`config.mk`:
```
export PLATFORM = sky130hd
export DESIGN_NAME = hdma_controller
export DESIGN_NICKNAME = d
export VERILOG_FILES = /design/src/rtl/hdma_pkg.sv /design/src/rtl/hdma_byte_mover.sv /design/src/rtl/hdma_controller.sv
export SDC_FILE = /design/constraint.sdc
export NUM_CORES = 1
export LEC_CHECK = 0
export ABC_AREA = 1
export CORE_MARGIN = 2
export CORE_UTILIZATION = 40
export CTS_CLUSTER_DIAMETER = 50
export DETAILED_ROUTE_END_ITERATION = 8
export PLACE_DENSITY = 0.68
export SLEW_MARGIN = 0
export SYNTH_ARGS = -nofsm -noshare
export SYNTH_HDL_FRONTEND = slang
export SYNTH_SLANG_ARGS = --single-unit
```
`constraint.sdc`:
```
create_clock -name clk4_2 -period 4.1 [get_ports clk4_2]
set_clock_uncertainty 0.15 [all_clocks]
set_input_delay 0.82 -clock clk4_2 [delete_from_list [all_inputs] [get_ports clk4_2]]
set_output_delay 0.82 -clock clk4_2 [all_outputs]
set_load 0.01 [all_outputs]
```
`src/rtl/hdma_pkg.sv`:
```
// Shared constants and encodings for the CGB VRAM DMA engine (HDMA1-5).
// Register addresses, PPU mode / VRAM select codes and the FSM encodings live here.
package hdma_pkg;

    localparam int BLOCK_LEN  = 16;
    localparam int BYTE_CNT_W = $clog2(BLOCK_LEN);

    localparam logic [15:0] ADDR_HDMA1 = 16'hFF51;
    localparam logic [15:0] ADDR_HDMA2 = 16'hFF52;
    localparam logic [15:0] ADDR_HDMA3 = 16'hFF53;
    localparam logic [15:0] ADDR_HDMA4 = 16'hFF54;
    localparam logic [15:0] ADDR_HDMA5 = 16'hFF55;

    localparam logic [1:0] STAT_MODE_HBLANK = 2'b00;
    localparam logic [1:0] DMA_SEL_WR       = 2'b10;
    localparam logic [1:0] DMA_SEL_NONE     = 2'b00;

    localparam logic [7:0] HDMA5_DONE = 8'hFF;

    typedef enum logic [1:0] {
        ST_IDLE,
        ST_GDMA,
        ST_HB_WAIT,
        ST_HB_XFER
    } hdma_state_e;

    typedef enum logic [1:0] {
        PH_RD,
        PH_CAP,
        PH_WR
    } byte_phase_e;

endpackage

```
`src/rtl/hdma_byte_mover.sv`:
```
// RD/CAP/WR sequencer that moves one 16-byte block while run_i is held high.
// Latches the VRAM bank at the first RD of each block and flags the last WR.
module hdma_byte_mover
    import hdma_pkg::*;
(
    input  logic       clk4_2,
    input  logic       reset_n,
    input  logic       run_i,
    input  logic       vbk_i,
    input  logic [7:0] rd_data_i,
    output logic       rd_phase_o,
    output logic       wr_phase_o,
    output logic       bank_o,
    output logic [7:0] wr_data_o,
    output logic       block_done_o
);

    byte_phase_e           phase_q, phase_d;
    logic [BYTE_CNT_W-1:0] byte_cnt_q, byte_cnt_d;
    logic                  bank_q, bank_d;
    logic [7:0]            data_q, data_d;

    // NOTE: every variable gets its hold value first so no path through the
    // case statement can leave it unassigned and infer a latch.
    always_comb begin
        phase_d    = phase_q;
        byte_cnt_d = byte_cnt_q;
        bank_d     = bank_q;
        data_d     = data_q;
        if (!run_i) begin
            phase_d    = PH_RD;
            byte_cnt_d = '0;
        end else begin
            case (phase_q)
                PH_RD: begin
                    phase_d = PH_CAP;
                    if (byte_cnt_q == '0) bank_d = vbk_i;
                end
                PH_CAP: begin
                    phase_d = PH_WR;
                    data_d  = rd_data_i;
                end
                PH_WR: begin
                    phase_d    = PH_RD;
                    byte_cnt_d = byte_cnt_q + 1'b1;
                end
                default: phase_d = PH_RD;
            endcase
        end
    end

    // NOTE: state updates use non-blocking assignments so every flop samples
    // the values from before the clock edge, independent of statement order.
    // NOTE: the captured byte is reset too, so the write-data port reads 0 out of reset.
    always_ff @(posedge clk4_2 or negedge reset_n) begin
        if (!reset_n) begin
            phase_q    <= PH_RD;
            byte_cnt_q <= '0;
            bank_q     <= 1'b0;
            data_q     <= '0;
        end else begin
            phase_q    <= phase_d;
            byte_cnt_q <= byte_cnt_d;
            bank_q     <= bank_d;
            data_q     <= data_d;
        end
    end

    assign rd_phase_o   = run_i && (phase_q == PH_RD);
    assign wr_phase_o   = run_i && (phase_q == PH_WR);
    assign bank_o       = bank_q;
    assign wr_data_o    = data_q;
    assign block_done_o = wr_phase_o && (byte_cnt_q == BYTE_CNT_W'(BLOCK_LEN - 1));

endmodule

```
`src/rtl/hdma_controller.sv`:
```
// CGB VRAM DMA controller: FF51-FF55 registers plus the GDMA / H-blank mode FSM.
// Drives the PPU's DMA-side VRAM ports through hdma_byte_mover.
module hdma_controller
    import hdma_pkg::*;
(
    input  logic        clk4_2,
    input  logic        reset_n,
    input  logic [15:0] address_bus_offset,
    input  logic [7:0]  data_in,
    input  logic        mem_we,
    input  logic        VBK,
    input  logic [1:0]  STAT_mode,
    input  logic        LCDC7,
    input  logic [7:0]  data_dma_rd,
    output logic [15:0] address_bus_dma_rd,
    output logic        mem_enable_dma_rd,
    output logic [15:0] address_bus_dma_wr,
    output logic        mem_enable_dma_wr,
    output logic [7:0]  data_in_dma_wr,
    output logic        wr_en_VRAM_bank0_dma_wr,
    output logic        wr_en_VRAM_bank1_dma_wr,
    output logic [1:0]  dma_sel_VRAM_bank0,
    output logic [1:0]  dma_sel_VRAM_bank1,
    output logic        cpu_stall,
    output logic [7:0]  hdma5_rd,
    output logic        hdma_active
);

    hdma_state_e state_q, state_d;
    logic [15:0] src_q, src_d;
    logic [12:0] dst_q, dst_d;
    logic [6:0]  blocks_q, blocks_d;
    logic        cancelled_q, cancelled_d;
    logic        cancel_pend_q, cancel_pend_d;
    logic        prev_hblank_q, prev_hblank_d;

    logic run, rd_phase, wr_phase, bank, block_done;
    logic in_hblank, hb_trigger, hdma5_we, cancel_req;

    assign in_hblank  = (STAT_mode == STAT_MODE_HBLANK);
    assign hb_trigger = !LCDC7 || (in_hblank && !prev_hblank_q);
    assign hdma5_we   = mem_we && (address_bus_offset == ADDR_HDMA5);
    assign cancel_req = hdma5_we && !data_in[7];
    assign run        = (state_q == ST_GDMA) || (state_q == ST_HB_XFER);

    hdma_byte_mover u_mover (
        .clk4_2       (clk4_2),
        .reset_n      (reset_n),
        .run_i        (run),
        .vbk_i        (VBK),
        .rd_data_i    (data_dma_rd),
        .rd_phase_o   (rd_phase),
        .wr_phase_o   (wr_phase),
        .bank_o       (bank),
        .wr_data_o    (data_in_dma_wr),
        .block_done_o (block_done)
    );

    always_comb begin
        state_d       = state_q;
        src_d         = src_q;
        dst_d         = dst_q;
        blocks_d      = blocks_q;
        cancelled_d   = cancelled_q;
        cancel_pend_d = cancel_pend_q;
        prev_hblank_d = in_hblank;

        // Address registers are only writable while idle.
        if (mem_we && state_q == ST_IDLE) begin
            case (address_bus_offset)
                ADDR_HDMA1: src_d[15:8] = data_in;
                ADDR_HDMA2: src_d[7:0]  = {data_in[7:4], 4'h0};
                ADDR_HDMA3: dst_d[12:8] = data_in[4:0];
                ADDR_HDMA4: dst_d[7:0]  = {data_in[7:4], 4'h0};
                default: ;
            endcase
        end

        if (wr_phase) begin
            src_d = src_q + 16'd1;
            dst_d = dst_q + 13'd1;
        end

        case (state_q)
            ST_IDLE: begin
                if (hdma5_we) begin
                    blocks_d      = data_in[6:0];
                    cancelled_d   = 1'b0;
                    cancel_pend_d = 1'b0;
                    state_d       = data_in[7] ? ST_HB_WAIT : ST_GDMA;
                end
            end
            ST_GDMA: begin
                if (block_done) begin
                    if (blocks_q == '0) state_d = ST_IDLE;
                    else                blocks_d = blocks_q - 7'd1;
                end
            end
            ST_HB_WAIT: begin
                if (cancel_req) begin
                    cancelled_d = 1'b1;
                    state_d     = ST_IDLE;
                end else if (hb_trigger) begin
                    state_d = ST_HB_XFER;
                end
            end
            ST_HB_XFER: begin
                if (cancel_req) cancel_pend_d = 1'b1;
                // A cancelled block still finishes; the remaining count is left as-is.
                if (block_done) begin
                    cancel_pend_d = 1'b0;
                    if (blocks_q == '0) begin
                        state_d = ST_IDLE;
                    end else if (cancel_pend_q || cancel_req) begin
                        cancelled_d = 1'b1;
                        state_d     = ST_IDLE;
                    end else begin
                        blocks_d = blocks_q - 7'd1;
                        state_d  = ST_HB_WAIT;
                    end
                end
            end
            default: state_d = ST_IDLE;
        endcase
    end

    always_ff @(posedge clk4_2 or negedge reset_n) begin
        if (!reset_n) begin
            state_q       <= ST_IDLE;
            src_q         <= '0;
            dst_q         <= '0;
            blocks_q      <= '0;
            cancelled_q   <= 1'b0;
            cancel_pend_q <= 1'b0;
            prev_hblank_q <= 1'b0;
        end else begin
            state_q       <= state_d;
            src_q         <= src_d;
            dst_q         <= dst_d;
            blocks_q      <= blocks_d;
            cancelled_q   <= cancelled_d;
            cancel_pend_q <= cancel_pend_d;
            prev_hblank_q <= prev_hblank_d;
        end
    end

    // Address buses are gated so they read zero outside their own phase.
    assign address_bus_dma_rd      = rd_phase ? src_q : 16'h0000;
    assign mem_enable_dma_rd       = rd_phase;
    assign address_bus_dma_wr      = wr_phase ? {3'b100, dst_q} : 16'h0000;
    assign mem_enable_dma_wr       = wr_phase;
    assign wr_en_VRAM_bank0_dma_wr = wr_phase && !bank;
    assign wr_en_VRAM_bank1_dma_wr = wr_phase && bank;
    assign dma_sel_VRAM_bank0      = wr_en_VRAM_bank0_dma_wr ? DMA_SEL_WR : DMA_SEL_NONE;
    assign dma_sel_VRAM_bank1      = wr_en_VRAM_bank1_dma_wr ? DMA_SEL_WR : DMA_SEL_NONE;
    assign cpu_stall               = run;
    assign hdma_active             = (state_q != ST_IDLE);

    always_comb begin
        hdma5_rd = HDMA5_DONE;
        if (state_q != ST_IDLE) hdma5_rd = {1'b0, blocks_q};
        else if (cancelled_q)   hdma5_rd = {1'b1, blocks_q};
    end

endmodule

```
Yosys cells after proc, flatten, opt, wreduce, memory -nomap -nowiden --
Cells that the tools add are included.
Cells by class: add/subtract/negate cells 4, multiplexer cells 43, equality and inequality tests 23, reductions and logical operators 40
Operator list (number):
- 16-bit equality test (second input constant) | 5
- 16-bit 2-to-1 mux | 4
- 7-bit 2-to-1 mux | 7
- 8-bit 2-to-1 mux | 4
- 13-bit 2-to-1 mux | 2
- 2-bit 2-to-1 mux | 12
- 7-bit case mux with 3 select lines | 1
- 16-bit by 1-bit adder with 16-bit output (second input constant) | 1
- 2-bit != test (second input constant) | 8
- 2-bit nonzero test | 7
- 13-bit by 1-bit adder with 13-bit output (second input constant) | 1
- 2-bit AND reduction | 5
- 1-bit logical AND | 9
- 4-bit 2-to-1 mux | 2
- 2-bit case mux with 4 select lines | 1
- 7-bit zero test | 1
- 7-bit AND reduction | 1
- 7-bit by 1-bit subtractor with 7-bit output (second input constant) | 1
- 2-bit equality test (second input constant) | 3
- 2-bit zero test | 3
- 1-bit 2-to-1 mux | 6
- 3-bit != test (second input constant) | 2
- 3-bit AND reduction | 2
- 6-bit AND reduction | 1
- other kinds (13) | 21
Storage, ports and cells: flip-flop bits (word level) 56, word-level logic and storage cells 123, input port bits 39

Logic depth before layout (Yosys ltp) --
Gate-level depths: netlist (run 1).
word-level depth 8, mapped depth 12, depth with buffers taken out 11

Hierarchy --
From an unflattened synthesis (run 1), not the netlist that was laid out.
Unflattened totals: cells, all modules 559, area total of the unflattened synthesis 3794.9 sq um
Modules (own cells, without submodules):
- hdma_controller | cells each 485, area an instance 3140.5 sq um, sequential area each 1026.0 sq um, instances 1
- hdma_byte_mover | cells each 74, area an instance 654.4 sq um, sequential area each 375.4 sq um, instances 1

Least setup slack after synthesis (run 1) --
Ideal clock, no wire load.
path type flip-flop to output port, start register state_q[0], end output address_bus_dma_rd[10], cell stages (with the launch flop) 7, path buffers 2, path slack 1.624 ns, arrival time 1.506 ns, required time 3.130 ns, path through dfrtp_1 > buf_6 > inv_2 > nor3_1 > inv_1 > buf_2 > nor2_1
On the way: longest elaborated chain between the ends 4
Ends and longest elaborated chain:
- start, declared | RTL line hdma_controller.sv:29 | hdma_state_e state_q, state_d;
- start signal, assigned | RTL line hdma_controller.sv:137 | state_q <= state_d;
- 2-bit by 1-bit equality test with 1-bit output / 2-bit equality test (equally long branches) | RTL line hdma_controller.sv:44 | assign run = (state_q == ST_GDMA) || (state_q == ST_HB_XFER);
- 1-bit logical OR * | RTL line hdma_controller.sv:44
- 1-bit logical AND * | RTL line hdma_byte_mover.sv:69 | assign rd_phase_o = run_i && (phase_q == PH_RD);
- net mem_enable_dma_rd | RTL line hdma_controller.sv:16 | output logic mem_enable_dma_rd,
- 16-bit 2-to-1 mux * | RTL line hdma_controller.sv:148 | assign address_bus_dma_rd = rd_phase ? src_q : 16'h0000;
- end, declared | RTL line hdma_controller.sv:15 | output logic [15:0] address_bus_dma_rd,
Mark *: on every way through the listed nets, which the timed path passes. The rest lies on a longest branch.

Final worst setup path (run 1) --
start register state_q[0], end output address_bus_dma_rd[6]
On the way: longest elaborated chain between the ends 4
Ends and longest elaborated chain (RTL line):
- 2-bit by 1-bit equality test with 1-bit output / 2-bit equality test (equally long branches) | hdma_controller.sv:44
- 1-bit logical OR * | hdma_controller.sv:44
- 1-bit logical AND * | hdma_byte_mover.sv:69
- 16-bit 2-to-1 mux * | hdma_controller.sv:148
Every way passes the cells marked *; elsewhere a longest branch is shown, timed or not.

==> run metrics, run 1 <==
Final setup viols 0; Via density 4.955; PortBufs 92; Arr. time, crit path 2480 ps; RD Place Congestion 0.8493; VDD IR-drop max 0.0001253 V; Yosys top cell area share 38.97%; Syn Area/Cell 6.915 um2; maximum number of pins on one net before global-route repair 37; H-tree levels 2; Hold Crit Depth 2; CP required 3130 ps; critical path, cell by cell buf_4 > inv_2 > nor3_1 > inv_1 > nor2_1 > clkdlybuf4s50_1; Post-CTS Setup Inserts 0; count leader, synth nand2_1; Hold EP u_mover.wr_data_o[6]$_DFFE_PN0P_; CP Max Fanout 16; Clock Latency Late Sink 310 ps; first-pass GRT wire length 15680 um; synth cell count leaders nand2_1 (142), inv_1 (72), nor2_1 (72), dfrtp_1 (56), o21ai_0 (45); DRC 0; core area 8721 um2; Max clock buf depth 2; Area Growth Syn to Fin 29.37%; die width 98.82 um; ANT nets after route 0; P_leak 0.002413 uW; drt first-iter violations 178; Slew HR 42.92%; Hold Startpoint u_mover.wr_data_o[6]$_DFFE_PN0P_; synthesized area 3596 um2; 1st-pass router iterations 4; Inserted Diodes 0; Post-synth EDFFs 0; # rows 34; Pins Over Slew Limit 0; status finished, final reports clean; slowest CP cell clkdlybuf4s50_1; Die Y 98.82 um; GRT Resource Usage Total 19.62%; CTS tree done; Final Hold Vio Count 0; min-delay worst type reg -> reg; IO Count 97; worst slack, placed 977.7 ps; unique cell type count in the Yosys netlist 37; Final min period 3451 ps; vias in the first global route 3428; Cells after Synth 520; DP Wirelength 7267 um; number of synthesized register bits 56; Worst R2R Start state_q[0]$_DFFE_PN0P_; Power Density 202.5 nW/um2; Max-Cap Viols 0; Worst Setup Path Type reg -> out; total design power 941.8 uW; Post-Route WL 9397 um; worst slew pin tran 856.3 ps; vias after detailed routing 3548; worst reg2reg setup slack 1540 ps; fin cells 716; grt ovf 0; Worst R2R Path Depth 11; clock-pin slew on the worst setup and hold paths 100 ps; register area share after synthesis 38.97%; Finished Cell Area 4652 um2; crit end category primary output; Post-DP Area 4574 um2; Final WS setup 649.3 ps; nets 653; CTS buffer count 5; top cells by area, synth dfrtp_1 (39%), nand2_1 (15%), inv_1 (7.5%); Initial Utilization 41.23%; Reg-to-Reg End blocks_q[3]$_DFFE_PN0P_; post-synth top area cell dfrtp_1; Max stage delay on crit path 550 ps; Placed Cells 709; post-CTS resize count 0; Root Driver clkbuf_8; hold buffer count at CTS 0; Setup crit start kind flip-flop; WL/cell 13.12 um; Die Area 9764 um2; clk sinks 56; setup repair after global routing missed its margin no; Max Freq 289.8 MHz; share of cells above drive strength 1 4.770%; ys async rst share 100.0%; Ys Warns 0; Most used DFF post-synth dfrtp_1; period utilization 84.16%; total negative setup slack 0 ps; initial antenna violation count 0
[critical path, delay by kind of cell, from the launching register on]
kind	cells	cell delay (ps)
simple gates	2	500
flops	1	440
buf+inv	4	1230
[state kept, by name (all words and copies together) (netlist names)]
name                count
u_mover.wr_data_o       8
state_q                 2
cancelled_q             1
src_q                  16
u_mover.bank_o          1
dst_q                  13
cancel_pend_q           1
prev_hblank_q           1
blocks_q                7
u_mover.byte_cnt_q      4
u_mover.phase_q         2
[kinds of logic after synthesis]
logic type	after synthesis	share of synthesized area, %
flops	56	38.97
simple gates	270	31.66
other cells	1	0.1043
buf+inv	93	11.00
fa+ha+maj	6	2.088
compound gates	84	13.71
xor+xnor	9	2.192
mux	1	0.2784
[cell usage in the layout (no fill, tap or decap), drive strengths merged]
cell type	netlist	routed
a211oi	1	1
a21oi	9	9
a31oi	4	4
and3	1	1
buf	16	5
clkbuf	2	6
clkdlybuf4s50	0	91
clkinv	1	2
conb	1	4
dfrtp	56	56
ha	6	6
inv	74	74
mux2i	1	1
nand2	144	144
nand3	28	28
nand3b	2	2
nand4	9	9
nor2	78	78
nor3	8	8
o211ai	8	8
o21ai	52	52
o221ai	2	2
o22ai	5	5
o31ai	2	2
o32ai	1	1
xnor2	2	2
xor2	7	7
[per-stage QoR]
step / util [%] / hold slack [ps]
after floorplan: - / 315.2
after global placement: 52.45 / 303.8
after detailed placement: 52.45 / 308.7
final: 53.34 / 328.8
after CTS: 53.34 / 332.5
after global routing: 53.34 / 352.5
[layer usage]
layer  GRT usage (%)  share of wire [%]  up-vias
met3           4.113                5.4        7
met1           25.92                 47     1639
met5               0                  0        -
met2           32.85                 47       82
li1                -                  -     1820
met4           5.163                1.0        0
[layout make-up]
type                       instances  area [um2]
timing repair buffer              96       945.9
sequential                        56        1401
tap                              108       135.1
clock buffer                       6       72.57
clock inverter                     1       5.005
fill                             875        4069
multi-input combinational        374        1810
inverter                          75       281.5
[where the power goes]
part | total, uW | leakage [uW] | switching, uW | internal [uW]
clock network | 293 | 0.0000410 | 176 | 117
logic | 89.4 | 0.00176 | 42.2 | 47.1
registers | 559 | 0.000614 | 2.62 | 557
[worst max path at each step]
stage | cells past startpoint | end | slack [ps] | start
2_1_floorplan | 6 | address_bus_dma_rd[10] | 1620 | state_q[0]$_DFFE_PN0P_
3_3_place_gp | 6 | address_bus_dma_rd[0] | 1060 | state_q[0]$_DFFE_PN0P_
3_5_place_dp | 6 | address_bus_dma_rd[6] | 980 | state_q[0]$_DFFE_PN0P_
4_1_cts | 6 | address_bus_dma_rd[6] | 630 | state_q[0]$_DFFE_PN0P_
5_1_grt | 6 | address_bus_dma_rd[15] | 380 | state_q[0]$_DFFE_PN0P_
6_report | 6 | address_bus_dma_rd[6] | 650 | state_q[0]$_DFFE_PN0P_
Note: power is estimated with default switching activity, not from simulation.
==> run 2, diff against run 1 <==
--- a/config.mk
+++ b/config.mk
@@ -10,7 +10,7 @@
 export CORE_UTILIZATION = 40
 export CTS_CLUSTER_DIAMETER = 50
 export DETAILED_ROUTE_END_ITERATION = 8
-export PLACE_DENSITY = 0.68
+export PLACE_DENSITY = 0.71
 export SLEW_MARGIN = 0
 export SYNTH_ARGS = -nofsm -noshare
 export SYNTH_HDL_FRONTEND = slang
==> constraint.sdc (replaced) <==
create_clock -name clk4_2 -period 2.85 [get_ports clk4_2]
set_clock_uncertainty 0.15 [all_clocks]
set_input_delay 0.57 -clock clk4_2 [delete_from_list [all_inputs] [get_ports clk4_2]]
set_output_delay 0.57 -clock clk4_2 [all_outputs]
set_load 0.01 [all_outputs]
==> run 2 against run 1 <==
Sequential power rose by 44%. Critical path depth is 2 lower. Worst setup slack worse by 490 ps. Global-route usage rose by 0.31 points. Largest power group unchanged. Core utilization rose by 0.72 points. Final area up 1.3%. Largest cell class unchanged. Via count increased by 1.7%. Sequential cell count stayed put. Cell count grew 0.84%. First-iteration DRC count fell by 25%. Count of clock-buffer cells in the layout down 1. Non-clock buffer count is 5 higher.
==> run metrics, run 2 (same netlist as run 1, synthesis figures left out) <==
most common cell after layout, fill and taps aside nand2_1; Worst R2R Start u_mover.phase_q[0]$_DFF_PN0_; commonest cells after routing, fill and taps aside nand2_1 (141), clkdlybuf4s50_1 (91), nor2_1 (72); drt first-iter violations 133; RD Place Congestion 0.9172; die width 98.82 um; Placed Cells 712; Setup crit start kind flip-flop; Final setup viols 0; Die Area 9764 um2; CP Max Fanout 25; Pins Over Slew Limit 0; share of cells above drive strength 1 6.515%; Clock Latency Late Sink 320 ps; max reg flops 16; Final Hold Vio Count 0; H-tree levels 2; PortBufs 92; grt ovf 0; Arr. time, crit path 1970 ps; slowest CP cell clkdlybuf4s50_1; CTS tree done; Buf/Inv on CP 3; setup repair after global routing missed its margin no; DP Wirelength 7260 um; Max clock buf depth 2; worst slew pin tran 862.5 ps; Die Y 98.82 um; status finished, final reports clean; IO Count 97; CTS buffer count 5; Worst Setup Path Type reg -> out; core area 8721 um2; 1st-pass router iterations 4; Max stage delay on crit path 550 ps; vias after detailed routing 3610; Max Freq 371.7 MHz; Worst R2R Path Depth 10; Initial Utilization 41.23%; Slew HR 42.50%; period utilization 94.41%; Power Density 297.3 nW/um2; Area Growth Syn to Fin 31.11%; fin cells 722; CP top delay family buffers and inverters; critical path, cell by cell inv_1 > nand3_4 > clkinvlp_4 > clkdlybuf4s50_1; Final min period 2691 ps; ANT nets after route 0; Max-Cap Viols 0; maximum number of pins on one net before global-route repair 38; total negative setup slack 0 ps; vias in the first global route 3510; min-delay worst type in -> async; nets 658; GRT Resource Usage Total 19.94%; WL/cell 13.10 um; clock-pin slew on the worst setup and hold paths 110 ps; DRC 0; worst reg2reg setup slack 620 ps; Via density 5.000; Inserted Diodes 0; Post-Route WL 9461 um; clk sinks 56; Top reg by flops src_q; initial antenna violation count 0; P_leak 0.002450 uW; VDD IR-drop max 0.0001819 V; first-pass GRT wire length 16020 um; crit end category primary output; # rows 34; Reg-to-Reg End blocks_q[1]$_DFFE_PN0P_; CP required 2130 ps; Root Driver clkbuf_8
==> run 2: worst max-delay path by stage <==
stage,start,end,slack (ps),cells past startpoint
finish,u_mover.phase_q[0]$_DFF_PN0_,mem_enable_dma_wr,160,4
global route,u_mover.phase_q[0]$_DFF_PN0_,address_bus_dma_wr[12],30,4
CTS,state_q[0]$_DFFE_PN0P_,address_bus_dma_rd[1],60,5
detailed placement,address_bus_offset[12],blocks_q[1]$_DFFE_PN0P_,190,10
global placement,address_bus_offset[13],blocks_q[6]$_DFFE_PN0P_,270,10
floorplan,state_q[0]$_DFFE_PN0P_,address_bus_dma_rd[10],620,6
==> run 2: worst reg2reg max path: cells and delay by family (launching register included) <==
kind | cells | cell delay (ps)
AO/OA/AOI/OAI | 1 | 60
AND/OR/NAND/NOR | 7 | 1250
flip-flops | 1 | 420
buffers and inverters | 2 | 240
==> run 2: area by class of cell <==
cell class / instances / area, um2
fillers: 833 / 4006
multi-input cells: 374 / 1818
flip-flops and latches: 56 / 1401
repair buffers: 101 / 983.4
inverters: 75 / 285.3
well taps: 108 / 135.1
clock buffers: 5 / 68.82
clock inverters: 3 / 22.52
==> run 2: routing by layer <==
layer  global-route usage [%]  up-vias  wire (um)
met5                        0        -          0
met4                    7.060        0        176
met3                    3.972       17        491
met2                    32.74       94       4517
met1                    26.23     1661       4276
li1                         -     1838          -
==> run 2: where the power goes <==
group | internal (uW) | leakage, uW | switching, uW | total, uW
logic | 68.7 | 0.00179 | 60.8 | 130
clock network | 177 | 0.0000485 | 289 | 467
registers | 801 | 0.000614 | 4.08 | 805
==> run 2: stage by stage <==
step	total power, uW	instance area (um2)	utilization [%]	setup WS [ps]	hold slack [ps]
2_1_floorplan	858.3	3607	-	624.0	124.4
3_3_place_gp	948.4	4597	52.71	268.8	304.1
3_5_place_dp	951.3	4597	52.71	193.8	309.9
4_1_cts	1410	4688	53.76	61.43	235.9
5_1_grt	1452	4715	54.06	31.46	285.9
6_report	1402	4715	54.06	159.3	201.4
==> run 2: timing repair <==
| action | 4_1_cts | 5_1_grt |
|---|---|---|
| hold buffers | 0 | 0 |
| resized for setup | 1 | 3 |
| cloned | 0 | 0 |
| setup buffers | 0 | 2 |
| endpoints found under the setup margin | 14 | 23 |
==> run 3, diff against run 2 <==
--- a/config.mk
+++ b/config.mk
@@ -11,7 +11,6 @@
 export CTS_CLUSTER_DIAMETER = 50
 export DETAILED_ROUTE_END_ITERATION = 8
 export PLACE_DENSITY = 0.71
-export SLEW_MARGIN = 0
 export SYNTH_ARGS = -nofsm -noshare
 export SYNTH_HDL_FRONTEND = slang
 export SYNTH_SLANG_ARGS = --single-unit
==> results of run 3 <==
Final layout, timing and power as in run 2 (identical DEF).
